### config.mk
export PLATFORM = sky130hd
export DESIGN_NAME = mdu_iter
export DESIGN_NICKNAME = d
export VERILOG_FILES = /design/src/rtl/mdu_iter.sv
export SDC_FILE = /design/constraint.sdc
export NUM_CORES = 1
export LEC_CHECK = 0
export CORE_ASPECT_RATIO = 0.5
export CORE_MARGIN = 8
export CORE_UTILIZATION = 45
export DETAILED_ROUTE_END_ITERATION = 12
export GPL_TIMING_DRIVEN = 0
export PLACE_DENSITY = 0.72
export SLEW_MARGIN = 15
export SYNTH_ARGS = -nofsm -noshare
export SYNTH_HDL_FRONTEND = slang
export SYNTH_SLANG_ARGS = --single-unit
### constraint.sdc
create_clock -name clk -period 11.6 [get_ports clk]
set_clock_uncertainty 0.15 [all_clocks]
set_input_delay 2.32 -clock clk [delete_from_list [all_inputs] [get_ports clk]]
set_output_delay 2.32 -clock clk [all_outputs]
set_load 0.05 [all_outputs]
### src/rtl/mdu_iter.sv
// mdu_iter: iterative radix-2 multiply/divide unit for the EX stage.
// One multiplier bit (shift-add) or one quotient bit (restoring divide) is
// processed per cycle over WIDTH cycles. Signed operations run on operand
// magnitudes and the signs are re-applied when the last iteration completes.
//
// Ports:
//   clk, rst          clock (rising edge), asynchronous active-high reset
//   start, op         request (accepted only when idle) and operation:
//                     00 mult, 01 multu, 10 div, 11 divu
//   srcA, srcB        multiplicand/dividend, multiplier/divisor (sampled with start)
//   cancel            abort; dominant over start; suppresses the result
//   busy              high while calculating and during the done cycle
//   done, we_hi/lo    one-cycle result strobe
//   hi_out, lo_out    mult: product high/low; div: remainder/quotient
//   div_by_zero       valid with done; divide with zero divisor
module mdu_iter #(
    parameter int WIDTH = 32,
    parameter int CNT_W = $clog2(WIDTH) + 1
) (
    input  logic             clk,
    input  logic             rst,
    input  logic             start,
    input  logic [1:0]       op,
    input  logic [WIDTH-1:0] srcA,
    input  logic [WIDTH-1:0] srcB,
    input  logic             cancel,
    output logic             busy,
    output logic             done,
    output logic             we_hi,
    output logic             we_lo,
    output logic [WIDTH-1:0] hi_out,
    output logic [WIDTH-1:0] lo_out,
    output logic             div_by_zero
);

    typedef enum logic [1:0] {S_IDLE, S_CALC, S_DONE} state_t;

    localparam logic [CNT_W-1:0] LAST = CNT_W'(WIDTH - 1);

    state_t             state_q, state_d;
    logic [CNT_W-1:0]   cnt_q;
    logic [WIDTH-1:0]   acc_hi_q, acc_hi_d;
    logic [WIDTH-1:0]   acc_lo_q, acc_lo_d;
    logic [WIDTH-1:0]   mag_a_q, mag_b_q, a_raw_q;
    logic               is_div_q, res_neg_q, rem_neg_q, div_zero_q;
    logic               busy_q, done_q, dz_out_q;
    logic [WIDTH-1:0]   hi_out_q, lo_out_q;

    logic               accept, finish;
    logic               signed_op, a_neg, b_neg;
    logic [WIDTH-1:0]   abs_a, abs_b;
    logic [WIDTH:0]     add_sum, rem_shift, rem_diff;
    logic [2*WIDTH-1:0] prod_raw, prod_fix;
    logic [WIDTH-1:0]   res_hi, res_lo;

    // ---------------- control FSM ----------------
    always_ff @(posedge clk or posedge rst) begin
        if (rst) state_q <= S_IDLE;
        else     state_q <= state_d;
    end

    always_comb begin
        state_d = state_q;
        accept  = 1'b0;
        finish  = 1'b0;
        case (state_q)
            S_IDLE: if (start) state_d = S_CALC;
            S_CALC: if (cnt_q == LAST) state_d = S_DONE;
            S_DONE: state_d = S_IDLE;
            default: state_d = S_IDLE;
        endcase
        if (cancel) state_d = S_IDLE;
        accept = (state_q == S_IDLE) && start && !cancel;
        finish = (state_q == S_CALC) && (cnt_q == LAST) && !cancel;
    end

    // ---------------- operand conditioning ----------------
    always_comb begin
        signed_op = ~op[0];
        a_neg     = signed_op & srcA[WIDTH-1];
        b_neg     = signed_op & srcB[WIDTH-1];
        abs_a     = a_neg ? -srcA : srcA;
        abs_b     = b_neg ? -srcB : srcB;
    end

    // ---------------- one iteration ----------------
    // Multiply: {acc_hi, acc_lo} is the 2W-bit accumulator with the multiplier
    // in acc_lo, shifted right each step. Divide: acc_hi holds the partial
    // remainder, acc_lo shifts the dividend out and the quotient bits in.
    always_comb begin
        add_sum   = {1'b0, acc_hi_q} + (acc_lo_q[0] ? {1'b0, mag_a_q} : '0);
        rem_shift = {acc_hi_q, acc_lo_q[WIDTH-1]};
        rem_diff  = rem_shift - {1'b0, mag_b_q};
        if (is_div_q) begin
            if (!rem_diff[WIDTH]) begin
                acc_hi_d = rem_diff[WIDTH-1:0];
                acc_lo_d = {acc_lo_q[WIDTH-2:0], 1'b1};
            end else begin
                acc_hi_d = rem_shift[WIDTH-1:0];
                acc_lo_d = {acc_lo_q[WIDTH-2:0], 1'b0};
            end
        end else begin
            acc_hi_d = add_sum[WIDTH:1];
            acc_lo_d = {add_sum[0], acc_lo_q[WIDTH-1:1]};
        end
    end

    // ---------------- sign fix-up on the final iteration ----------------
    always_comb begin
        prod_raw = {acc_hi_d, acc_lo_d};
        prod_fix = res_neg_q ? -prod_raw : prod_raw;
        if (is_div_q) begin
            if (div_zero_q) begin
                res_hi = a_raw_q;
                res_lo = '1;
            end else begin
                res_hi = rem_neg_q ? -acc_hi_d : acc_hi_d;
                res_lo = res_neg_q ? -acc_lo_d : acc_lo_d;
            end
        end else begin
            res_hi = prod_fix[2*WIDTH-1:WIDTH];
            res_lo = prod_fix[WIDTH-1:0];
        end
    end

    // ---------------- datapath and output registers ----------------
    always_ff @(posedge clk or posedge rst) begin
        if (rst) begin
            cnt_q      <= '0;
            acc_hi_q   <= '0;
            acc_lo_q   <= '0;
            mag_a_q    <= '0;
            mag_b_q    <= '0;
            a_raw_q    <= '0;
            is_div_q   <= 1'b0;
            res_neg_q  <= 1'b0;
            rem_neg_q  <= 1'b0;
            div_zero_q <= 1'b0;
            busy_q     <= 1'b0;
            done_q     <= 1'b0;
            dz_out_q   <= 1'b0;
            hi_out_q   <= '0;
            lo_out_q   <= '0;
        end else begin
            busy_q <= (state_d != S_IDLE);
            done_q <= finish;
            if (accept) begin
                cnt_q      <= '0;
                mag_a_q    <= abs_a;
                mag_b_q    <= abs_b;
                a_raw_q    <= srcA;
                is_div_q   <= op[1];
                res_neg_q  <= a_neg ^ b_neg;
                rem_neg_q  <= a_neg;
                div_zero_q <= op[1] & (srcB == '0);
                acc_hi_q   <= '0;
                acc_lo_q   <= op[1] ? abs_a : abs_b;
            end else if (state_q == S_CALC) begin
                cnt_q    <= cnt_q + 1'b1;
                acc_hi_q <= acc_hi_d;
                acc_lo_q <= acc_lo_d;
            end
            if (finish) begin
                hi_out_q <= res_hi;
                lo_out_q <= res_lo;
                dz_out_q <= is_div_q & div_zero_q;
            end
        end
    end

    assign busy        = busy_q;
    assign done        = done_q;
    assign we_hi       = done_q;
    assign we_lo       = done_q;
    assign hi_out      = hi_out_q;
    assign lo_out      = lo_out_q;
    assign div_by_zero = dz_out_q;

endmodule
# After elaboration in Yosys (flattened, before gate mapping)

Cells that the tools add are included.

Flip-flop bits (word level): 239
Logic and storage cells: 66

Add/subtract/negate cells: 8
Equal/unequal tests: 2
Multiplexer cells: 25
Bitwise gates (word level): 6
Reductions and logical operators: 9

Operator list:

| kind                | number |
|---|---|
| $mux 32             | 17 |
| $neg 32->32         | 4 |
| $mux 64             | 1 |
| $neg 64->64         | 1 |
| $add 32x32->33      | 1 |
| $sub 33x32->33      | 1 |
| $logic_not 32->1    | 1 |
| $mux 6              | 2 |
| $add 6x1->6 const B | 1 |
| $eq 6x5->1 const B  | 1 |
| $mux 2              | 3 |
| $and 1x1->1         | 4 |
| $logic_and 1x1->1   | 4 |
| $pmux 2 s2          | 1 |
| $reduce_bool 2->1   | 2 |
| $eq 2x1->1 const B  | 1 |
| $logic_not 2->1     | 1 |
| $logic_not 1->1     | 1 |
| $mux 1              | 1 |
| $not 1->1           | 1 |
| $xor 1x1->1         | 1 |

# Logic depth before layout (Yosys ltp)

Gate-level depths: netlist of run 1.

Word-level depth: 7
Mapped depth: 26
Depth with buffers taken out: 24

# Worst setup path before layout of run 1

No wires, ideal clock.

Path kind: reg2reg
From: register acc_lo_q[31]
To: register hi_out_q[30], in the netlist hi_out[30]
Arrival time: 5,207 ps
Setup slack: 6,105 ps
Cell stages (with the launch flop): 26
Clock period less this slack: 5,495 ps
Path through: dfrtp_1 > inv_1 > ha_1 > inv_1 > fa_1 > a211oi_2 > o211ai_2 > a22o_4 > o211ai_4 > nand3_2 > nand2_1 > clkbuf_1 > nor2_1 > a21oi_1 > a21oi_1 > inv_1 > ha_1 > inv_1 > nor4_1 > o211ai_2 > nand2b_1 > buf_6 > or4_4 > o31ai_2 > xnor2_1 > o221ai_1

Longest elaborated chain between the ends: 7

Ends and longest elaborated chain:

| element                | RTL line | text |
|---|---|---|
| start, declared        | 43       | `logic [WIDTH-1:0] acc_lo_q, acc_lo_d;` |
| start signal, assigned | 157      | `acc_lo_q <= op[1] ? abs_a : abs_b;` |
| start signal, assigned | 161      | `acc_lo_q <= acc_lo_d;` |
| $sub 33x32->33         | 93       | `rem_diff = rem_shift - {1'b0, mag_b_q};` |
| $mux 32                | 95       | `if (!rem_diff[WIDTH]) begin` |
| $mux 32                | 94       | `if (is_div_q) begin` |
| $neg 32->32            | 117      | `res_hi = rem_neg_q ? -acc_hi_d : acc_hi_d;` |
| $mux 32                | 117      |  |
| $mux 32                | 113      | `if (div_zero_q) begin` |
| $mux 32 (*)            | 112      | `if (is_div_q) begin` |
| end signal, assigned   | 164      | `hi_out_q <= res_hi;` |
| end, declared          | 47       | `logic [WIDTH-1:0] hi_out_q, lo_out_q;` |

Mark *: on every way between the ends. The rest lies on a longest branch, timed or not.
A chain may end at the register's enable or synchronous reset.

# Final worst setup path of run 1

From: register is_div_q
To: register hi_out_q[28], in the netlist hi_out[28]

Longest elaborated chain between the ends: 5

Ends and longest elaborated chain:

| element                | RTL line | text |
|---|---|---|
| start, declared        | 45       | `logic is_div_q, res_neg_q, rem_neg_q, div_zero_q;` |
| start signal, assigned | 152      | `is_div_q <= op[1];` |
| $mux 32                | 94       |  |
| $neg 32->32            | 117      |  |
| $mux 32                | 117      |  |
| $mux 32                | 113      |  |
| $mux 32 (*)            | 112      |  |

Marked as above.

==> metrics, run 1 <==
run status complete, no violations; Die Ht 161.4 um; Leak Pwr 9.188 nW; total iterations of the first detailed-routing run 6; area leader, netlist dfrtp_1; final worst slack 3.540 ns; CP most frequent cell buf_2; main flop type after synthesis dfrtp_1; NetSw 3.080 mW; Synth area leaders dfrtp_1 (31%), nand2_1 (7.4%), o21ai_0 (6.2%), ha_1 (4.5%), xnor2_1 (4.2%); CP cell instances buf_2 > buf_4 > buf_2 > buf_2 > buf_2 > clkbuf_1 > clkbuf_1 > buf_1 > a21oi_1 > inv_1 > ha_1 > inv_1 > nor4_1 > o21ai_0 > nor4_1 > a41oi_1 > xnor2_1 > o2111ai_1 > o211ai_1; number of setup buffers added after CTS 0; # IOs 139; Rel. slew slack 13.68%; Post-Syn Instances ~2400; RSZ-0062 raised after global routing false; Core ar. 41840 um2; Synth top cells by count nand2_1 (375), dfrtp_1 (238), o21ai_0 (237); Hold Fails Final Rpt 0; design area approximately 22000 um2; H-tree depth 1; post-DR wirelength/cell 26.68 um; synthesized area 19030 um2; Via density roughly 6.3; Setup WS pre-CTS 4.063 ns; register area share after synthesis 31.30%; fin crit period 8.060 ns; number of I/O port buffers 137; Total GRT Usage about 32%; clock root buffer clkbuf_16; TritonCTS Buffers 25; row count 53; fin crit share 69.48%; Chip Width 306.8 um; # hold bufs at CTS 0; Worst IR Drop VDD 124.0 uV; largest net degree at the start of global routing 102; area grow syn2layout 15.87%; placement-stage cell area 21190 um2; share of the synthesized area in the top cell type around 31%; top-count cell post-synth nand2_1; unique cell type count in the Yosys netlist 104; Synth Register Bits approximately 240; gpl congestion 1.061; Initial DRC Count 2664; die area 49530 um2; fin nets 2688; clock power share ~15%; vias in the first global route ~19000; Routed WL 83960 um; worst setup path class flip-flop to flip-flop; Post-DP HPWL 67810 um; CP Max Fanout 10; Final setup viols 0; Worst EP required between 10 and 15 ns; kind of end point of the critical path flip-flop; Post-CTS Resized 0; f_max 0.1241 GHz; worst hold path type flip-flop to flip-flop; initial core utilization 45.48%; P_int 2.729 mW; Synth Warn # 0; CTS tree done; share of cells above drive strength 1 6.004%; max-cap viol count 0; clk buf depth 3; startpoint types flip-flop; later-pin clock latency in the skew report 0.58 ns; syn_nets 2522; synthesized area per cell around 8.0 um2; flop2flop setup slack approximately 3.5 ns; via count 19920; switch share 53.03%; first-pass GRT wire length between 100000 and 150000 um; clock transition at the registers of the reported paths ~0.070 ns; number of synthesized flops with an enable pin 0; DRC 0; PwrDens 263.4 nW/um2; sequential standard cell area 5956 um2; antenna violations before repair 6; post-route ant nets 0; cell with the largest stage delay on the worst path nor4_1; ys async rst share 100.0%; # clock sinks between 200 and 250; fillers 4008; combinational cell fraction of total power between 60 and 70%; Least-Margin Pin Slew approximately 1.3 ns; Max stage delay on crit path around 0.88 ns; Slew Viols, Final 0; sequential share of power 21.3%; grt ovf 0; footprint of the multi-input gates 12200 um2; CP arrival 8.34 ns
critical path, delay by kind of cell, from the launching register on:
kind / cells / cell delay, ns
buf+inv: 10 / 4.15
simple gates: 2 / 1.65
compound gates: 5 / 1.17
flops: 1 / 0.32
xor+xnor: 1 / 0.22
fa+ha+maj: 1 / 0.18
final timing paths:
kind / from / to / cells after the start
setup / recovery: is_div_q / hi_out[28] / 19
hold / removal: a_raw_q[9] / a_raw_q[9] / 2
setup reg to reg: is_div_q / hi_out[28] / 19
hold reg to reg: a_raw_q[9] / a_raw_q[9] / 2
max in group asynchronous: rst / acc_hi_q[30] / 3
min in group asynchronous: rst / lo_out[4] / 2
placed cells by master, fill, tap and decap left out, types with 9 or more instances in the layout:
cell type / n
nand4_1: 29
nand2b_1: 26
buf_2: 19
o41ai_1: 11
o21a_1: 23
inv_1: 73
a31o_2: 9
buf_1: 14
a31oi_1: 29
o22a_1: 30
o211ai_1: 43
a21o_1: 32
and2_1: 44
dfrtp_1: 238
a21oi_1: 118
a211o_1: 10
nand3_1: 84
clkbuf_16: 25
and3_1: 18
nor4_1: 18
clkbuf_1: 106
nor2b_1: 13
o21ai_0: 237
xnor2_1: 91
o31ai_1: 25
nor3_1: 55
or2_2: 11
nor2_1: 149
ha_1: 69
clkdlybuf4s50_1: 137
or3_1: 17
mux2_2: 23
xor2_1: 89
mux2i_1: 57
a211oi_1: 27
nand2_1: 375
metal layers:
layer | track usage (%) | part of all wire (%) | routed length, um | up-vias
li1 | - | - | - | 8937
met5 | 2.121 | 0.20 | 167 | -
met1 | 43.98 | 42 | 35680 | 9661
met2 | 45.20 | 40 | 33310 | 1148
met3 | 15.54 | 15 | 12490 | 170
met4 | 8.620 | 2.8 | 2319 | 6
sequential cells by signal, summed over array words and instances, names as in the netlist:
signal,count
a_raw_q,31
mag_a_q,32
res_neg_q,1
acc_lo_q,32
done,1
rem_neg_q,1
busy,1
is_div_q,1
div_by_zero,1
mag_b_q,32
acc_hi_q,32
hi_out,32
lo_out,32
state_q,2
cnt_q,6
div_zero_q,1
metrics by stage:
step	hold WS [ns]	setup TNS, ns	util (%)	total power, mW	instances
after global routing	0.3505	0	52.68	6.096	3144
after detailed placement	0.3134	0	50.65	4.789	3097
after floorplan	0.2868	0	-	3.647	2381
after CTS	0.3282	0	52.67	5.662	3142
after global placement	0.3045	-126.69	50.48	4.767	3095
final	0.3256	0	52.70	5.809	3147
cells by family (layout without fill, tap and decap cells):
kind of cell / after synthesis / after routing / synth area share, %
flip-flops: 238 / 238 / 31.30
other: 0 / 5 / 0
XOR/XNOR: 180 / 180 / 8.284
multiplexers: 80 / 80 / 4.359
AO/OA/AOI/OAI: 702 / 702 / 24.33
buffers and inverters: 218 / 402 / 4.648
AND/OR/NAND/NOR: 892 / 892 / 22.33
adder cells (fa/ha/maj): 71 / 71 / 4.747
area by class of cell:
| type | instances | share of cell area, % |
|---|---|---|
| tap | 577 | 3.274 |
| clock buffer | 35 | 3.234 |
| inverter | 75 | 1.311 |
| buffer | 143 | 2.735 |
| sequential | 238 | 27.01 |
| antenna | 5 | 0.05674 |
| multi-input combinational | 1925 | 55.32 |
| timing repair buffer | 139 | 6.468 |
| clock inverter | 10 | 0.5958 |
power groups by stage:
| stage | Combinational [mW] | Sequential, mW | Clock, mW |
|---|---|---|---|
| final | 3.70 | 1.24 | 0.867 |
| after detailed placement | 3.55 | 1.24 | 0 |
| after global routing | 3.95 | 1.25 | 0.896 |
| after CTS | 3.57 | 1.22 | 0.864 |
| after floorplan | 2.50 | 1.15 | 0 |
| after global placement | 3.53 | 1.24 | 0 |
Power figures use the tool's default switching activity.
==> inputs of run 2 (changes only) <==
- clock period: 11.6 -> 8.1 ns (I/O delays scaled with it)
==> metrics, run 2 (same netlist as run 1, synthesis figures left out) <==
worst setup path class flip-flop to flip-flop; # hold bufs at CTS 0 (unchanged); flop2flop setup slack 0.02 ns (-3.52 ns); Hold Fails Final Rpt 0 (unchanged); CP most frequent cell buf_2; Worst Setup EP hi_out[28]; worst reg2reg path startpoint is_div_q; area grow syn2layout 16.68%; # IOs 139 (unchanged); fin nets 2694 (+0.22%); share of cells above drive strength 1 6.335% (+0.33 points); Max stage delay on crit path 0.74 ns (-0.14 ns); WHS Path Cells 2 (unchanged); fin crit period 8.078 ns (+0.01741 ns); Post-DP HPWL 70790 um (+4.4%); fin crit share 99.72% (+30 points); worst r2r path cells 20 (+1); PwrDens 382.4 nW/um2 (+45%); total iterations of the first detailed-routing run 6 (unchanged); gpl congestion 1.045 (-1.5%); CTS tree done; post-DR wirelength/cell 27.65 um (+3.6%); CP Max Fanout 10 (unchanged); Least-Margin Pin Slew 1.248 ns (-0.04643 ns); Final setup viols 0 (unchanged); clock transition at the registers of the reported paths 0.07 ns (about the same); clock root buffer clkbuf_16; CP cell instances buf_2 > buf_4 > buf_2 > buf_2 > buf_2 > clkbuf_1 > clkbuf_1 > buf_1 > nand3_1 > o21a_1 > inv_1 > ha_1 > inv_1 > nor4_1 > o21ai_0 > nor4_2 > a41oi_1 > xnor2_1 > o2111ai_1 > o211ai_1; antenna violations before repair 3 (-3); CP arrival 8.35 ns (about the same); reg2reg end hi_out[28]; number of setup buffers added after CTS 0 (unchanged); Leak Pwr 9.256 nW (+0.74%); grt ovf 0 (unchanged); kind of end point of the critical path flip-flop; Post-CTS Resized 0 (unchanged); Crit path max-delay family buffers and inverters; Die Ht 161.4 um (unchanged); design area 22210 um2 (+0.70%); number of I/O port buffers 137 (unchanged); Setup WS pre-CTS 0.7162 ns (-3.347 ns); max-cap viol count 0 (unchanged); first-pass GRT wire length 125900 um (+4.0%); H-tree depth 1 (unchanged); Chip Width 306.8 um (unchanged); vias in the first global route 19040 (+2.7%); commonest non-fill, non-tap cells in the layout nand2_1 (375), dfrtp_1 (238), o21ai_0 (237), nor2_1 (149), clkdlybuf4s50_1 (137); Via density 6.455 (+2.0%); Total GRT Usage 33.74% (+1.3 points); Initial DRC Count 2593 (-2.7%); RSZ-0062 raised after global routing false; Routed WL 87110 um (+3.8%); Rel. slew slack 14.62% (+0.94 points); Worst EP required 8.37 ns (-3.51 ns); Worst IR Drop VDD 182.8 uV (+47%); die area 49530 um2 (unchanged); Core ar. 41840 um2 (unchanged); f_max 0.1238 GHz (-0.22%); placement-stage cell area 21290 um2 (+0.45%); # clock sinks 238 (unchanged); post-route ant nets 0 (unchanged); WP depth 20 (+1); Total Power 8.492 mW (+46%); Slew Viols, Final 0 (unchanged); clk buf depth 3 (unchanged); worst hold path type flip-flop to flip-flop; initial core utilization 45.48% (unchanged); startpoint types flip-flop; via count 20340 (+2.1%); final worst slack 0.02242 ns (-3.517 ns); CP bufs+invs 10 (unchanged); later-pin clock latency in the skew report 0.59 ns (about the same); row count 53 (unchanged); DRC 0 (unchanged); crit path launch is_div_q; TritonCTS Buffers 26 (+4.0%); largest net degree at the start of global routing 35 (-66%); cell with the largest stage delay on the worst path clkbuf_1; most common library cell in the layout ignoring fill and taps nand2_1; Fin Setup TNS 0 ns (unchanged); run status complete, no violations
run 2: worst min-delay path, stage by stage, from the launching register on:
cell,delay (ns)
dfrtp_1,0.34
nand2_1,0.05
nand2_1,0.06
run 2: area by class of cell:
class,instances,area [um2]
fill,4038,19640
multi-input combinational,1925,12210
sequential,238,5956
timing repair buffer,144,1519
clock buffer,37,742.0
tap,577,721.9
buffer,143,604.3
inverter,75,285.3
clock inverter,11,168.9
antenna,1,2.502
run 2: how the worst min path moves through the flow:
stage	start	endpoint
after CTS	a_raw_q[16]	a_raw_q[16]
after global placement	mag_a_q[1]	mag_a_q[1]
after floorplan	a_raw_q[10]	a_raw_q[10]
after global routing	a_raw_q[16]	a_raw_q[16]
after detailed placement	a_raw_q[16]	a_raw_q[16]
final	a_raw_q[16]	a_raw_q[16]
run 2: metal layers:
| layer | global-route usage, % | vias to the layer above | part of all wire [%] |
|---|---|---|---|
| met3 | 15.34 | 199 | 16 |
| met2 | 46.92 | 1319 | 39 |
| met4 | 8.107 | 2 | 2.9 |
| met1 | 46.97 | 9891 | 42 |
| met5 | 0 | - | 0.015 |
| li1 | - | 8930 | - |
run 2: stage by stage:
stage	hold slack, ns	std cells	utilization [%]
final	0.3298	3151	53.07
after CTS	0.3264	3150	53.05
after floorplan	0.2868	2381	-
after global routing	0.3373	3150	53.06
after detailed placement	0.3114	3102	50.88
after global placement	0.3047	3095	50.49
run 2: where the power goes:
| group | internal [mW] | total (mW) | switching (mW) |
|---|---|---|---|
| logic | 1.80 | 5.41 | 3.62 |
| registers | 1.43 | 1.79 | 0.355 |
| clock network | 0.741 | 1.29 | 0.549 |
| total | 3.97 | 8.49 | 4.52 |
